--- config.mk ---
export PLATFORM = sky130hd
export DESIGN_NAME = lsu_mem_port
export DESIGN_NICKNAME = d
export VERILOG_FILES = /design/src/rtl/lsu_pkg.sv /design/src/rtl/lsu_load_align.sv /design/src/rtl/lsu_mem_port.sv
export SDC_FILE = /design/constraint.sdc
export NUM_CORES = 1
export LEC_CHECK = 0
export ABC_AREA = 1
export ABC_CLOCK_PERIOD_IN_PS = 7200
export CORE_UTILIZATION = 50
export CTS_CLUSTER_DIAMETER = 50
export DETAILED_ROUTE_END_ITERATION = 8
export HOLD_SLACK_MARGIN = 0.08
export PLACE_DENSITY = 0.86
export SYNTH_ARGS = -nofsm -noshare
export SYNTH_HDL_FRONTEND = slang
export SYNTH_SLANG_ARGS = --single-unit
--- constraint.sdc ---
create_clock -name clk -period 7.2 [get_ports clk]
set_input_delay 0.72 -clock clk [delete_from_list [all_inputs] [get_ports clk]]
set_output_delay 0.72 -clock clk [all_outputs]
set_load 0.01 [all_outputs]
--- src/rtl/lsu_pkg.sv ---
// Shared LSU definitions: FSM states, size codes, default width.
// Used by lsu_mem_port and lsu_load_align.
package lsu_pkg;

  localparam int ADDR_W_DEF = 12;

  localparam logic [3:0] BE_B = 4'b0001;
  localparam logic [3:0] BE_H = 4'b0011;
  localparam logic [3:0] BE_W = 4'b1111;

  typedef enum logic [2:0] {
    S_IDLE,
    S_ACC1,
    S_RD1,
    S_ACC2,
    S_RD2,
    S_RESP
  } state_t;

  function automatic logic be_legal(
    input logic [3:0] be
  );
    return (be == BE_B) || (be == BE_H) ||
           (be == BE_W);
  endfunction

endpackage

--- src/rtl/lsu_load_align.sv ---
// Load data alignment: shifts {hi,lo} by the byte offset,
// then masks and sign/zero extends to the access size.
module lsu_load_align
  import lsu_pkg::*;
(
  input  logic [63:0] data,
  input  logic [1:0]  off,
  input  logic [3:0]  size,
  input  logic        uns,
  output logic [31:0] result
);

  logic [31:0] sh;
  logic        sb;
  logic        shb;

  always_comb begin
    sh     = 32'(data >> {off, 3'b000});
    sb     = ~uns & sh[7];
    shb    = ~uns & sh[15];
    result = sh;
    unique case (size)
      BE_B:    result = {{24{sb}}, sh[7:0]};
      BE_H:    result = {{16{shb}}, sh[15:0]};
      default: result = sh;
    endcase
  end

endmodule

--- src/rtl/lsu_mem_port.sv ---
// Core LSU to single-port word SRAM bridge with byte lanes.
// Define LSU_MISALIGNED_EN to split misaligned accesses in two.
module lsu_mem_port
  import lsu_pkg::*;
#(
  parameter int ADDR_W = ADDR_W_DEF
) (
  input  logic              clk,
  input  logic              rst,
  input  logic              req_valid,
  output logic              req_ready,
  input  logic              req_we,
  input  logic [3:0]        req_be,
  input  logic              req_unsigned,
  input  logic [31:0]       req_addr,
  input  logic [31:0]       req_wdata,
  output logic              rsp_valid,
  output logic [31:0]       rsp_rdata,
  output logic              rsp_err,
  output logic [ADDR_W-1:0] mem_addr,
  output logic              mem_we,
  output logic [3:0]        mem_be,
  output logic [31:0]       mem_wdata,
  input  logic [31:0]       mem_rdata
);

  state_t state, state_n;

  logic              we_q;
  logic              uns_q;
  logic              err_q;
  logic [3:0]        be_q;
  logic [1:0]        off_q;
  logic [ADDR_W-1:0] word_q;
  logic [31:0]       lo_q;
  logic [31:0]       lo_n;
  logic [63:0]       al_data;
  logic [31:0]       al_res;

  logic              accept;
  logic [1:0]        off_in;
  logic [7:0]        m_in;
  logic              mis_in;
  logic              bad_in;
  logic              addr_unused;

  assign addr_unused = ^req_addr[31:ADDR_W+2];

  assign off_in = req_addr[1:0];
  assign m_in   = 8'({4'b0000, req_be} << off_in);
  assign mis_in = |m_in[7:4];
  assign accept = req_valid && (state == S_IDLE);

`ifdef LSU_MISALIGNED_EN
  logic [7:0]  m_q;
  logic [63:0] w_q;
  logic [31:0] hi_q;
  logic [31:0] hi_n;
  logic        mis_q;

  assign bad_in  = !be_legal(req_be);
  assign hi_n    = (state == S_RD2) ? mem_rdata : hi_q;
  assign al_data = {hi_n, lo_n};
`else
  logic [3:0]  m_q;
  logic [31:0] w_q;

  // Anything crossing a word boundary is rejected up front.
  assign bad_in  = !be_legal(req_be) || mis_in;
  assign al_data = {32'h0, lo_n};
`endif

  assign lo_n = (state == S_RD1) ? mem_rdata : lo_q;

  always_ff @(posedge clk or posedge rst) begin
    if (rst) state <= S_IDLE;
    else     state <= state_n;
  end

  always_comb begin
    state_n = state;
    unique case (state)
      S_IDLE: begin
        if (accept) state_n = bad_in ? S_RESP : S_ACC1;
      end
`ifdef LSU_MISALIGNED_EN
      S_ACC1: begin
        if (!we_q)      state_n = S_RD1;
        else if (mis_q) state_n = S_ACC2;
        else            state_n = S_RESP;
      end
      S_RD1:  state_n = mis_q ? S_ACC2 : S_RESP;
      S_ACC2: state_n = we_q ? S_RESP : S_RD2;
      S_RD2:  state_n = S_RESP;
`else
      S_ACC1: state_n = we_q ? S_RESP : S_RD1;
      S_RD1:  state_n = S_RESP;
`endif
      S_RESP: state_n = S_IDLE;
      default: state_n = S_IDLE;
    endcase
  end

  always_ff @(posedge clk or posedge rst) begin
    if (rst) begin
      we_q   <= 1'b0;
      uns_q  <= 1'b0;
      err_q  <= 1'b0;
      be_q   <= '0;
      off_q  <= '0;
      word_q <= '0;
      m_q    <= '0;
      w_q    <= '0;
    end else if (accept) begin
      we_q   <= req_we;
      uns_q  <= req_unsigned;
      err_q  <= bad_in;
      be_q   <= req_be;
      off_q  <= off_in;
      word_q <= req_addr[ADDR_W+1:2];
`ifdef LSU_MISALIGNED_EN
      m_q    <= m_in;
      w_q    <= {32'h0, req_wdata} << {off_in, 3'b000};
`else
      m_q    <= m_in[3:0];
      w_q    <= req_wdata << {off_in, 3'b000};
`endif
    end
  end

`ifdef LSU_MISALIGNED_EN
  always_ff @(posedge clk or posedge rst) begin
    if (rst) begin
      mis_q <= 1'b0;
      hi_q  <= '0;
    end else begin
      if (accept)          mis_q <= mis_in;
      if (state == S_RD2)  hi_q  <= mem_rdata;
    end
  end
`endif

  always_ff @(posedge clk or posedge rst) begin
    if (rst) lo_q <= '0;
    else if (state == S_RD1) lo_q <= mem_rdata;
  end

  lsu_load_align u_align (
    .data   (al_data),
    .off    (off_q),
    .size   (be_q),
    .uns    (uns_q),
    .result (al_res)
  );

  // Only the IDLE->RESP path is an error; stores return 0.
  always_ff @(posedge clk or posedge rst) begin
    if (rst) begin
      rsp_rdata <= '0;
    end else if (state_n == S_RESP && state != S_RESP) begin
      if (state == S_IDLE || we_q) rsp_rdata <= '0;
      else                         rsp_rdata <= al_res;
    end
  end

  assign req_ready = (state == S_IDLE) && !rst;
  assign rsp_valid = (state == S_RESP);
  assign rsp_err   = (state == S_RESP) && err_q;

  always_comb begin
    mem_addr  = '0;
    mem_we    = 1'b0;
    mem_be    = '0;
    mem_wdata = '0;
    unique case (state)
      S_ACC1: begin
        mem_addr  = word_q;
        mem_we    = we_q;
        mem_be    = m_q[3:0];
        mem_wdata = w_q[31:0];
      end
`ifdef LSU_MISALIGNED_EN
      S_ACC2: begin
        mem_addr  = word_q + ADDR_W'(1);
        mem_we    = we_q;
        mem_be    = m_q[7:4];
        mem_wdata = w_q[63:32];
      end
`endif
      default: begin
        mem_addr  = '0;
      end
    endcase
  end

endmodule

==> results of run 1 <==
-- per-layer routing --
layer	vias to the layer above	global-route usage	part of all wire
li1	2989	-	-
met5	-	0	0
met4	0	0.139	0.035
met1	2893	0.347	0.41
met3	54	0.0895	0.084
met2	291	0.458	0.47
-- layout make-up --
| type | count | share of cell area |
|---|---|---|
| clock buffers | 25 | 0.0587 |
| clock inverters | 6 | 0.0125 |
| inverters | 81 | 0.0356 |
| multi-input cells | 592 | 0.308 |
| flip-flops and latches | 124 | 0.360 |
| well taps | 168 | 0.0244 |
| repair buffers | 174 | 0.201 |
-- Yosys cell counts, types with 7 or more instances --
cell type  count
clkbuf_1      22
nor2_1        54
nand2_1      298
a21oi_1       27
buf_2         16
nand3_1      123
mux2i_1        8
buf_4          7
o22ai_1       18
dfrtp_1      124
inv_1         75
o21ai_0       43
-- worst paths after layout --
check | endpoint | slack [ps] | cells after the start
worst max-delay path | mem_wdata[19] | 3440 | 5
worst min-delay path | state[1] | 430 | 1
worst max register to register | rsp_rdata[9] | 4060 | 9
worst min register to register | state[1] | 430 | 1
max in group asynchronous | rsp_rdata[24] | 5140 | 3
min in group asynchronous | state[2] | 840 | 2
-- state kept, by name, indices dropped and copies added (netlist names) --
signal	count
rsp_rdata	32
state	3
uns_q	1
lo_q	32
err_q	1
off_q	2
be_q	4
m_q	4
word_q	12
we_q	1
w_q	32
-- critical path: cells and delay by family, from the launching register on --
kind	cells	cell delay [ps]
flops	1	350
simple gates	2	1280
buf+inv	3	950
-- power groups by stage --
stage	Sequential, mW	Clock (mW)	Combinational (mW)
after global routing	1.21	0.929	1.82
after CTS	1.18	0.892	1.62
after global placement	1.17	0	1.58
after detailed placement	1.18	0	1.61
final	1.18	0.887	1.62
after floorplan	1.17	0	1.05
-- through the flow --
stage	hold WS, ps	util	std cells
floorplan	403	-	850
global placement	407	0.658	1139
detailed placement	408	0.658	1139
CTS	422	0.708	1170
global route	434	0.708	1170
finish	427	0.708	1170
-- logic make-up after synthesis --
group	count (synthesis)	synth area share
multiplexers	8	0.0127
AND/OR/NAND/NOR	490	0.327
buffers and inverters	134	0.0894
AO/OA/AOI/OAI	94	0.0791
flip-flops	124	0.491
==> results.cfg, run 1 <==
[run_status]
outcome = complete, no violations

[place]
preCtsSetupSlack_ps = 3870
globalplace.congestion = 0.904
dpl.hpwl_um = 11800
portBuffers = 170
placed_cell_area_sq_um = 8000

[route]
num_vias = 6227
routedWlPerCell_um = 14.8
firstDrtPassIters = 5
drc = 0
viasPerCell = 5.32
dr.first_iter.drc_count = 415
finalWirelength_um = 17400
ant_nets = 0

[timing]
slew_headroom = 0.244
worstMarginPinSlew_ps = 1130
finalCritPeriodShare = 0.523
hold_violations = 0
max_freq_mhz = 266
drv_slew = 0
rsz0062_at_grt = false
finalClockSkew_ps = 10.8
fin_crit_ps = 3760
finalSetupTns_ps = 0
setup_viol = 0
worst_slack_ps = 3440

[final_layout]
fin_nets = 1095
multi_input_area_sq_um = 2650
syn_to_final_growth_pct = 36.5
fillCellCount = 965
layout_common_cells = nand2_1, clkdlybuf4s50_1, dfrtp_1
antenna_cells = 0
final_area_sq_um = 8620
layout_commonest_cell = nand2_1
regArea_sq_um = 3100
drive_above_1_share = 0.0459

[worst_setup_path]
crit_chain = buf_4 -> inv_2 -> nand3_2 -> nor2_1 -> clkdlybuf4s50_1
critPathLaunchType = register
worstSetupPathType = register to output port
critPathArrivalTime_ps = 3040
rr_startpoint = state[0]
slowest_delay_ps = 780
cp_max_fo = 51
crit_start = state[1]
required_ps = 6480
crit_path_end_kind = output port
slowest_stage = nand3_2

[power]
switching_share = 0.394
p_sw_mw = 1.45
p_leak_nw = 4.14
clkPwrFrac = 0.240
powerDensity_nw_per_um2 = 428
ir_drop_uv = 192
p_int_mw = 2.23
combPwrFrac = 0.440
seqPwrFrac = 0.320
p_total_mw = 3.69

[run]
cap_violations = 0

[synth]
syn_area_per_cell_sq_um = 7.43
synthArstFlopShare = 1.00
ys_seq_area_frac = 0.491
synth_edf_count = 0
synth_area_leaders = dfrtp_1, nand2_1, nand3_1, inv_1, o21ai_0
synth_flop_cell = dfrtp_1
synth_top_area_frac = 0.491
synth_fp_nets = 955
synthCells = 850
synth_cell_types = 29
ys_ff_latch = 124
synth_top_area_cell = dfrtp_1
syn-cell-area_sq_um = 6310
yosysWarnings = 0

[clock_network]
clock_sinks = 124
clock_latency_ps = 420
cts_resized = 0
cts_hold_buf = 0
cts.clk_slew.worst_paths_ps = 50
htreeDepth = 4
cts_buffer_depth = 2
cts_buffers = 17
tritoncts = done
cts_root_buf = clkbuf_16
cts_setup_buffers = 0

[die]
start_util = 0.519
fp.dieH_um = 114
num_rows = 40
dieArea_sq_um = 13100
core_area_sq_um = 12200
boundaryPins = 189
die_width_um = 114

[grt]
grt_first_pass_wirelength_um = 28500
antenna_found_initial = 0
grt_max_degree = 84
grt_pass1_vias = 5915
grt_overflow = 0
track_usage = 0.284

[hold_path]
hp-class = register to register
hold_start = we_q
Power figures use the tool's default switching activity.
==> inputs of run 2 (changes only) <==
--- a/config.mk
+++ b/config.mk
@@ -6,12 +6,12 @@
 export NUM_CORES = 1
 export LEC_CHECK = 0
 export ABC_AREA = 1
-export ABC_CLOCK_PERIOD_IN_PS = 7200
-export CORE_UTILIZATION = 50
+export ABC_CLOCK_PERIOD_IN_PS = 3800
+export CORE_UTILIZATION = 48
 export CTS_CLUSTER_DIAMETER = 50
 export DETAILED_ROUTE_END_ITERATION = 8
 export HOLD_SLACK_MARGIN = 0.08
-export PLACE_DENSITY = 0.86
+export PLACE_DENSITY = 0.83
 export SYNTH_ARGS = -nofsm -noshare
 export SYNTH_HDL_FRONTEND = slang
 export SYNTH_SLANG_ARGS = --single-unit
==> constraint.sdc (replaced) <==
create_clock -name clk -period 3.8 [get_ports clk]
set_input_delay 0.38 -clock clk [delete_from_list [all_inputs] [get_ports clk]]
set_output_delay 0.38 -clock clk [all_outputs]
set_load 0.01 [all_outputs]
==> results.cfg, run 2 (synthesis gave the netlist of run 1 again) <==
[run_status]
outcome = complete, no violations

[worst_setup_path]
worstSetupPathType = register to output port
crit_chain = inv_1 -> nand3_2 -> buf_4 -> nor2_1 -> clkdlybuf4s50_1
r2r_cells = 10
r2r_slack_ps = 1360
critPathLaunchType = register
crit_path_end_kind = output port
crit_start = state[2]
cp_top_family = buffers and inverters
path_buf_inv = 3
crit_cells = 5
slowest_delay_ps = 560
slowest_stage = clkdlybuf4s50_1
required_ps = 3420
rr_startpoint = state[0]
cp_max_fo = 30
critPathArrivalTime_ps = 2570
r2r_end = rsp_rdata[31]

[clock_network]
tritoncts = done
cts_root_buf = clkbuf_16
clock_latency_ps = 410
htreeDepth = 4
cts_buffer_depth = 2
clock_sinks = 124
cts.clk_slew.worst_paths_ps = 50
cts_resized = 0
cts_setup_buffers = 0
cts_buffers = 17
cts_hold_buf = 0

[grt]
grt_overflow = 0
grt_max_degree = 83
antenna_found_initial = 0
track_usage = 0.273
grt_pass1_vias = 6009
grt_first_pass_wirelength_um = 28400

[timing]
drv_slew = 0
worstMarginPinSlew_ps = 929
setup_viol = 0
fin_crit_ps = 2950
finalCritPeriodShare = 0.776
hold_violations = 0
max_freq_mhz = 339
slew_headroom = 0.381
finalSetupTns_ps = 0
rsz0062_at_grt = false
finalClockSkew_ps = 11.4

[final_layout]
fin_nets = 1102
largestRegisters = lo_q: 32 flops, rsp_rdata: 32 flops, w_q: 32 flops
fillCellCount = 1080
antenna_cells = 0
final_util = 0.682
syn_to_final_growth_pct = 37.5
drive_above_1_share = 0.0515
layout_commonest_cell = nand2_1
layout_common_cells = nand2_1, clkdlybuf4s50_1, dfrtp_1
layout.cells.non_filler = 1181

[route]
ant_nets = 0
drc = 0
dr_wl_met2_um = 8220
top_layer = met4
viasPerCell = 5.20
num_vias = 6144
firstDrtPassIters = 5
routedWlPerCell_um = 14.6
dr.first_iter.drc_count = 456
met1_length_um = 7150
finalWirelength_um = 17300
wl_met3_um = 1340

[hold_path]
hp-class = register to register
holdPathEnd = state[1]
hold_start = we_q
worstHoldPathCells = 1

[power]
p_leak_nw = 4.18
powerDensity_nw_per_um2 = 809
ir_drop_uv = 334

[place]
numPlacedInstances = 1150
portBuffers = 170
dpl.hpwl_um = 12100
globalplace.congestion = 0.935

[run]
cap_violations = 0

[die]
fp.dieH_um = 117
die_width_um = 117
start_util = 0.496
boundaryPins = 189
num_rows = 41
core_area_sq_um = 12700
dieArea_sq_um = 13600
[run 2: final cells by class]
class	instances	area (sq um)	share of cell area
flip-flops and latches	124	3100	0.357
inverters	81	307	0.0353
multi-input cells	592	2650	0.305
well taps	172	215	0.0248
repair buffers	181	1800	0.207
clock inverters	8	140	0.0161
clock buffers	23	468	0.0539
[run 2: where the power goes]
part	switching [mW]	internal, mW	leakage (nW)
registers	0.263	1.93	1.58
logic	1.94	1.22	2.29
clock network	0.543	1.12	0.301
total	2.75	4.28	4.18
[run 2: worst max path at each step]
stage	end	slack (ps)
global route	mem_wdata[16]	690
finish	mem_wdata[13]	850
global placement	mem_addr[11]	1310
detailed placement	mem_wdata[13]	1260
CTS	mem_wdata[13]	840
floorplan	be_q[0]	120
[run 2: per-layer routing]
metal,track usage,vias to the layer above
met5,0,-
met4,0.116,0
met3,0.0680,39
met2,0.451,271
met1,0.341,2835
li1,-,2999
[run 2: metrics by stage]
| step | power, mW | worst slack (ps) | area (sq um) | hold WS (ps) |
|---|---|---|---|---|
| floorplan | 4.20 | 121 | 6310 | 403 |
| global placement | 5.26 | 1310 | 8070 | 411 |
| detailed placement | 5.34 | 1260 | 8070 | 410 |
| CTS | 7.04 | 845 | 8680 | 422 |
| global route | 7.55 | 685 | 8680 | 439 |
| finish | 7.02 | 852 | 8680 | 417 |
==> inputs of run 3 (changes only) <==
--- a/config.mk
+++ b/config.mk
@@ -6,12 +6,12 @@
 export NUM_CORES = 1
 export LEC_CHECK = 0
 export ABC_AREA = 1
-export ABC_CLOCK_PERIOD_IN_PS = 3800
-export CORE_UTILIZATION = 48
+export ABC_CLOCK_PERIOD_IN_PS = 2500
+export CORE_UTILIZATION = 43
 export CTS_CLUSTER_DIAMETER = 50
 export DETAILED_ROUTE_END_ITERATION = 8
 export HOLD_SLACK_MARGIN = 0.08
-export PLACE_DENSITY = 0.83
+export PLACE_DENSITY = 0.79
 export SYNTH_ARGS = -nofsm -noshare
 export SYNTH_HDL_FRONTEND = slang
 export SYNTH_SLANG_ARGS = --single-unit
==> constraint.sdc (replaced) <==
create_clock -name clk -period 2.5 [get_ports clk]
set_input_delay 0.25 -clock clk [delete_from_list [all_inputs] [get_ports clk]]
set_output_delay 0.25 -clock clk [all_outputs]
set_load 0.01 [all_outputs]
==> results.cfg, run 3 (synthesis gave the netlist of run 1 again) <==
[clock_network]
cts.clk_slew.worst_paths_ps = 50
cts_setup_buffers = 0
clock_sinks = 124
htreeDepth = 4
cts_root_buf = clkbuf_16
tritoncts = done
cts_buffer_depth = 2
clock_latency_ps = 420
cts_buffers = 17
cts_hold_buf = 0
cts_resized = 0

[final_layout]
antenna_cells = 0
fin_nets = 1107
drive_above_1_share = 0.0552
final_area_sq_um = 8700
layout_common_cells = nand2_1, clkdlybuf4s50_1, dfrtp_1
syn_to_final_growth_pct = 37.8
largestRegisters = lo_q: 32 flops, rsp_rdata: 32 flops, w_q: 32 flops
layout_commonest_cell = nand2_1
final_util = 0.617

[die]
core_area_sq_um = 14100
start_util = 0.448
fp.dieH_um = 123
die_width_um = 123
num_rows = 43
boundaryPins = 189
dieArea_sq_um = 15200

[timing]
max_freq_mhz = 427
worstMarginPinSlew_ps = 710
finalSetupTns_ps = 0
finalClockSkew_ps = 6.11
drv_slew = 0
hold_violations = 0
fin_hold_ws_ps = 296
slew_headroom = 0.527
finalCritPeriodShare = 0.937
setup_viol = 0
fin_crit_ps = 2340
rsz0062_at_grt = false

[place]
globalplace.congestion = 0.921
placed_cell_area_sq_um = 8150
portBuffers = 170
dpl.hpwl_um = 12200

[grt]
track_usage = 0.248
antenna_found_initial = 0
grt_pass1_vias = 5886
grt_max_degree = 78
grt_first_pass_wirelength_um = 28600
grt_overflow = 0

[power]
powerDensity_nw_per_um2 = 1210
combPwrFrac = 0.463
ir_drop_uv = 556
clkPwrFrac = 0.221
p_leak_nw = 4.18
p_sw_mw = 4.19
seqPwrFrac = 0.316
switching_share = 0.398
p_int_mw = 6.33
p_total_mw = 10.5

[route]
routedWlPerCell_um = 14.7
num_vias = 6107
viasPerCell = 5.11
dr.first_iter.drc_count = 503
firstDrtPassIters = 5
finalWirelength_um = 17600
drc = 0
ant_nets = 0

[worst_setup_path]
cp_max_fo = 51
critPathArrivalTime_ps = 2090
required_ps = 2250
critPathLaunchType = register
worstSetupPathType = register to output port
crit_path_end_kind = output port
r2r_slack_ps = 520

[hold_path]
hp-class = primary input to asynchronous set/reset pin

[run_status]
outcome = complete, no violations

[run]
cap_violations = 0
-- run 3: cell types whose count changed in the layout (fill, tap and decap cells not counted), sizes merged --
cell,change
buf,+5
bufinv,-2
clkbuf,+1
clkinv,+1
clkinvlp,+2
inv,-1
-- run 3: final timing paths --
| path | endpoint | startpoint | cells past startpoint |
|---|---|---|---|
| worst max register to register | rsp_rdata[16] | state[2] | 9 |
| min in group clk | uns_q | req_unsigned | 3 |
| max in group asynchronous | rsp_rdata[12] | rst | 3 |
| worst max-delay path | mem_wdata[2] | state[1] | 5 |
| worst min register to register | state[1] | we_q | 1 |
| worst min-delay path | word_q[7] | rst | 3 |
-- run 3: per-layer routing --
layer / vias up / wire [um] / global-route usage
met5: - / 0 / 0
met4: 0 / 409 / 0.0979
met3: 32 / 1460 / 0.0766
met2: 254 / 8320 / 0.399
met1: 2819 / 7420 / 0.311
li1: 3002 / - / -
-- run 3: final cells by class --
cell class | instances | area (sq um)
Clock buffer | 24 | 462
Clock inverter | 8 | 92.6
Fill cell | 1235 | 5400
Inverter | 81 | 308
Multi-Input combinational cell | 592 | 2650
Sequential cell | 124 | 3100
Tap cell | 180 | 225
Timing Repair Buffer | 186 | 1860
-- run 3: per-stage QoR --
| stage | instances | setup WS (ps) |
|---|---|---|
| after floorplan | 850 | 725 |
| after global placement | 1163 | 395 |
| after detailed placement | 1163 | 288 |
| after CTS | 1195 | 146 |
| after global routing | 1195 | 106 |
| final | 1195 | 156 |
-- run 3: power groups by stage --
stage	registers (mW)	logic (mW)	clock network, mW
floorplan	3.36	3.03	0
global placement	3.32	4.74	0
detailed placement	3.34	4.83	0
CTS	3.32	4.88	2.36
global route	3.42	5.48	2.45
finish	3.32	4.87	2.33
-- run 3: worst max-delay path, stage by stage, from the launching register on --
cell and delay, ps:
dfrtp_1 460, inv_2 100, nand3_2 100, buf_12 190, nor2_1 210, clkdlybuf4s50_1 580
